[src/rtl/instr_queue.sv]
`default_nettype none

`ifndef WORD
`define WORD [31:0]
`endif
`ifndef INSTR_LEN
`define INSTR_LEN [31:0]
`endif

// ============================================================================
//  Module      : instr_queue
//  Description : Fetch-to-decode instruction queue. Circular buffer of
//                {pc, instr} entries with valid/ready handshakes on both
//                sides, a synchronous flush for taken branches and no
//                write-to-read bypass.
//  Revision    : 1.0 - initial release
// ============================================================================
module instr_queue #(
  parameter int DEPTH = 4
) (
  input  logic                        clk,
  input  logic                        reset,
  input  logic                        flush,
  input  logic                        in_valid,
  input  logic `WORD                  in_pc,
  input  logic `INSTR_LEN             in_instr,
  output logic                        in_ready,
  output logic                        out_valid,
  output logic `WORD                  out_pc,
  output logic `INSTR_LEN             out_instr,
  input  logic                        out_ready,
  output logic [$clog2(DEPTH+1)-1:0]  count,
  output logic                        full,
  output logic                        empty
);

  localparam int PTR_W = $clog2(DEPTH);
  localparam int CNT_W = $clog2(DEPTH + 1);

  // Entry storage, kept as two parallel arrays so the fields stay readable
  logic `WORD      pc_mem    [DEPTH];
  logic `INSTR_LEN instr_mem [DEPTH];

  logic [PTR_W-1:0] head;
  logic [PTR_W-1:0] tail;
  logic [CNT_W-1:0] occ;

  logic enq;
  logic deq;

  // Status flags depend only on occupancy, so in_ready never looks at
  // out_ready and no combinational path crosses the queue.
  assign full      = (occ == CNT_W'(DEPTH));
  assign empty     = (occ == '0);
  assign in_ready  = !full;
  assign out_valid = !empty;
  assign count     = occ;

  assign enq = in_valid && !full;
  assign deq = out_ready && !empty;

  // Head entry is presented from storage only; a fresh write shows up a
  // cycle later. Outputs read as zero while nothing is queued.
  assign out_pc    = empty ? '0 : pc_mem[head];
  assign out_instr = empty ? '0 : instr_mem[head];

  // Pointer update: reset beats flush, flush discards any same-cycle request
  always_ff @(posedge clk) begin
    if (reset) begin
      head <= '0;
      tail <= '0;
    end else if (flush) begin
      head <= '0;
      tail <= '0;
    end else begin
      if (enq) tail <= tail + PTR_W'(1);
      if (deq) head <= head + PTR_W'(1);
    end
  end

  // Occupancy counter: a simultaneous push and pop leaves it unchanged
  always_ff @(posedge clk) begin
    if (reset || flush) begin
      occ <= '0;
    end else begin
      case ({enq, deq})
        2'b10:   occ <= occ + CNT_W'(1);
        2'b01:   occ <= occ - CNT_W'(1);
        default: occ <= occ;
      endcase
    end
  end

  // Storage write at tail; contents are left untouched by reset and flush,
  // only the pointers make stale entries unreachable.
  always_ff @(posedge clk) begin
    if (!reset && !flush && enq) begin
      pc_mem[tail]    <= in_pc;
      instr_mem[tail] <= in_instr;
    end
  end

endmodule

`default_nettype wire

[config.mk]
export PLATFORM = sky130hd
export DESIGN_NAME = instr_queue
export DESIGN_NICKNAME = d
export VERILOG_FILES = /design/src/rtl/instr_queue.sv
export SDC_FILE = /design/constraint.sdc
export NUM_CORES = 1
export LEC_CHECK = 0
export CAP_MARGIN = 5
export CORE_MARGIN = 2
export CORE_UTILIZATION = 50
export DETAILED_ROUTE_END_ITERATION = 8
export PLACE_DENSITY = 0.76
export SLEW_MARGIN = 20
export SYNTH_ARGS = -nofsm -noshare
export SYNTH_HDL_FRONTEND = slang
export SYNTH_SLANG_ARGS = --single-unit
[constraint.sdc]
create_clock -name clk -period 3.5 [get_ports clk]
set_input_delay 0.525 -clock clk [delete_from_list [all_inputs] [get_ports clk]]
set_output_delay 0.525 -clock clk [all_outputs]
set_load 0.005 [all_outputs]
==> flow_summary_export.csv <==
group,metric,value,unit
outcome,status,"complete, no violations",
clocking,cts-htree-levels,1,
yosys,ys_seq_area_share,76.9,%
yosys,synthDistinctLibCells,28,
final_layout,layout-drive-gt1-share,19.7,%
critical_path,start_kind,"flop",
clocking,cts_tree,"built",
final_layout,layout-area-overhead-vs-synth,25.1,%
die,boundaryPins,140,
routing,viasPerCell,5.36,
placed_design,dp_hpwl,11.5,mm
die,die_h,147,µm
timing,fin_hold_ws,514,ps
clocking,clockBufferDepth,3,
timing,period_share,88.3,%
critical_path,cp-end-kind,"primary output",
placed_design,portBuffers,139,
clocking,numCtsBuffers,26,
pwr,power,6.56,mW
timing,finalHoldViolations,0,
critical_path,crit_required,2970,ps
yosys,synth.avg_cell_area,22.1,µm²
die,core,20200,µm²
final_layout,fin_nets,695,
timing,rsz0062_at_grt,"no",
global_route,first_global_vias,5250,
timing,tns,0,ps
critical_path,cp_num_buf_inv,2,
final_layout,stdcell_count,911,
critical_path,path_delay_family,"buffers and inverters",
critical_path,slowest_stage,"mux4_1",
clocking,path_clk_slew,60,ps
pwr,leakage,4.05,nW
placed_design,place_congestion,0.789,
timing,maxSlewViolCount,0,
timing,max_slew_margin,59.1,%
timing,worst_pin_slew,613,ps
pwr,p_per_area,513,nW/µm²
pwr,ir_drop,0.427,mV
global_route,grt_max_degree,68,
global_route,grt_usage,17.7,%
critical_path,path_class,"reg2out",
clocking,cts.hold.buffers_added,0,
timing,min_period,3090,ps
routing,dr.pass1.iters,5,
placed_design,dp_cells,862,
routing,vias,4887,
timing,clock_skew,8.87,ps
worst_hold_path,hold_path.class,"reg2reg",
final_layout,final_area,12800,µm²
die,die_w,147,µm
die,core.rowCount,52,
clocking,clock_sinks,265,
routing,post_drt_wl_per_cell,20.6,µm
timing,fmax,324,MHz
global_route,grt_pass1_wl,29.4,mm
yosys,synthesis.nets,537,
critical_path,worstPathCellList,"buf_12 > mux4_1 > and2_1 > clkdlybuf4s50_1",
routing,finalWirelength,18.7,mm
critical_path,crit_fanout,29,
routing,drtIter0Drc,330,
routing,antenna_left,0,
die,dieArea,21600,µm²
placed_design,post_dp_cell_area,12000,µm²
clocking,clockRootBuffer,"clkbuf_16",
clocking,cts_resized,0,
timing,setup_violations,0,
flow_run,maxCapViolCount,0,
critical_path,critPathArrivalTime,2560,ps
critical_path,slowest_delay,610,ps
global_route,antenna_found_initial,1,
clocking,clock_latency,510,ps
yosys,ys_ff_latch,265,
clocking,post-cts-setup-buffers,0,
yosys,synthCells,462,
global_route,grt.overflow.total,0,
die,initial_core_util,50.7,%
routing,drc,0,
yosys,syn_area,10200,µm²
yosys,yosys_warnings,0,
==> cells in the mapped netlist (all sizes together) <==
library cell | number | area (µm²)
nor2 | 4 | 15.0
ha | 5 | 62.6
and3 | 4 | 25.0
mux4 | 64 | 1460
or3b | 1 | 8.76
nand4b | 1 | 8.76
a21oi | 4 | 20.0
o31ai | 1 | 12.5
edfxtp | 256 | 7690
dfxtp | 9 | 180
o21ai | 4 | 20.0
inv | 8 | 30.0
or2 | 1 | 6.26
or3 | 3 | 18.8
and2 | 66 | 415
xor2 | 2 | 17.5
nand2 | 2 | 7.51
a21o | 1 | 7.51
fa | 1 | 20.0
buf | 14 | 166
clkbuf | 9 | 35.0
nand4 | 1 | 6.26
nand3 | 1 | 5.00
==> metrics by stage <==
step / util, % / setup WS, ps
after floorplan: - / 619
after global placement: 59.3 / 871
after detailed placement: 59.3 / 838
after CTS: 63.4 / 342
after global routing: 63.4 / 271
final: 63.4 / 410
==> state kept, by name (all words and copies together), names as in the netlist, named ones only <==
register	cells
tail	2
head	2
instr_mem	128
count	3
pc_mem	128
==> path summary, 6_finish.rpt <==
check        startpoint         to  slack, ps  cells past startpoint
max reg2reg    count[2]   count[2]       1010                      9
min             head[1]       flop        510                      2
max                flop  out_pc[0]        410                      4
min reg2reg     head[1]       flop        510                      2
==> layout make-up <==
| type | count | area (µm²) |
|---|---|---|
| Inverter | 8 | 30.0 |
| Fill cell | 1406 | 7370 |
| Sequential cell | 265 | 7880 |
| Timing Repair Buffer | 153 | 1560 |
| Multi-Input combinational cell | 166 | 2150 |
| Tap cell | 270 | 338 |
| Clock buffer | 29 | 683 |
| Antenna cell | 1 | 2.50 |
| Clock inverter | 19 | 154 |
==> worst reg2reg max path: cells and delay by family (launching register included) <==
kind | cells | cell delay (ps)
AO/OA/AOI/OAI | 1 | 160
buffers and inverters | 2 | 120
flip-flops | 1 | 390
adder cells (fa/ha/maj) | 2 | 560
XOR/XNOR | 1 | 160
AND/OR/NAND/NOR | 3 | 1040
==> kinds of logic after synthesis <==
kind of cell	after synthesis	synth area share (%)
buf+inv	31	2.26
fa+ha+maj	6	0.807
flops	265	76.9
compound gates	10	0.587
simple gates	84	5.05
mux	64	14.2
xor+xnor	2	0.171
==> metal layers <==
layer | vias up | wire, µm | global-route usage (%) | part of all wire (%)
met3 | 28 | 1420 | 4.41 | 7.6
met1 | 2496 | 8030 | 25.2 | 43
li1 | 2188 | - | - | -
met5 | - | 0 | 0 | 0
met4 | 0 | 364 | 4.04 | 1.9
met2 | 175 | 8940 | 28.2 | 48
==> power breakdown <==
group	switching (mW)	total (mW)	internal [mW]
logic	0.154	0.373	0.219
registers	0.0114	3.52	3.51
clock network	1.11	2.67	1.55
==> cell usage in the layout (no fill, tap or decap) <==
master           instances
edfxtp_1               256
clkdlybuf4s50_1        139
and2_1                  65
mux4_2                  60
clkbuf_16               27
buf_4                    9
inv_1                    8
clkinv_2                 8
dfxtp_1                  7
ha_1                     5
buf_12                   5
mux4_1                   4
nor2_1                   4
and3_4                   4
o21ai_0                  4
a21oi_1                  4
clkinvlp_4               4
clkinv_1                 4
xor2_1                   2
nand2_1                  2
or3_1                    2
dfxtp_4                  2
bufinv_16                2
clkbuf_1                 2
diode_2                  1
or3_2                    1
or3b_1                   1
and2_4                   1
or2_2                    1
nand4b_1                 1
a21o_1                   1
nand3_1                  1
nand4_1                  1
o31ai_2                  1
fa_1                     1
inv_6                    1
No activity file was read; power rests on OpenSTA's default activity.
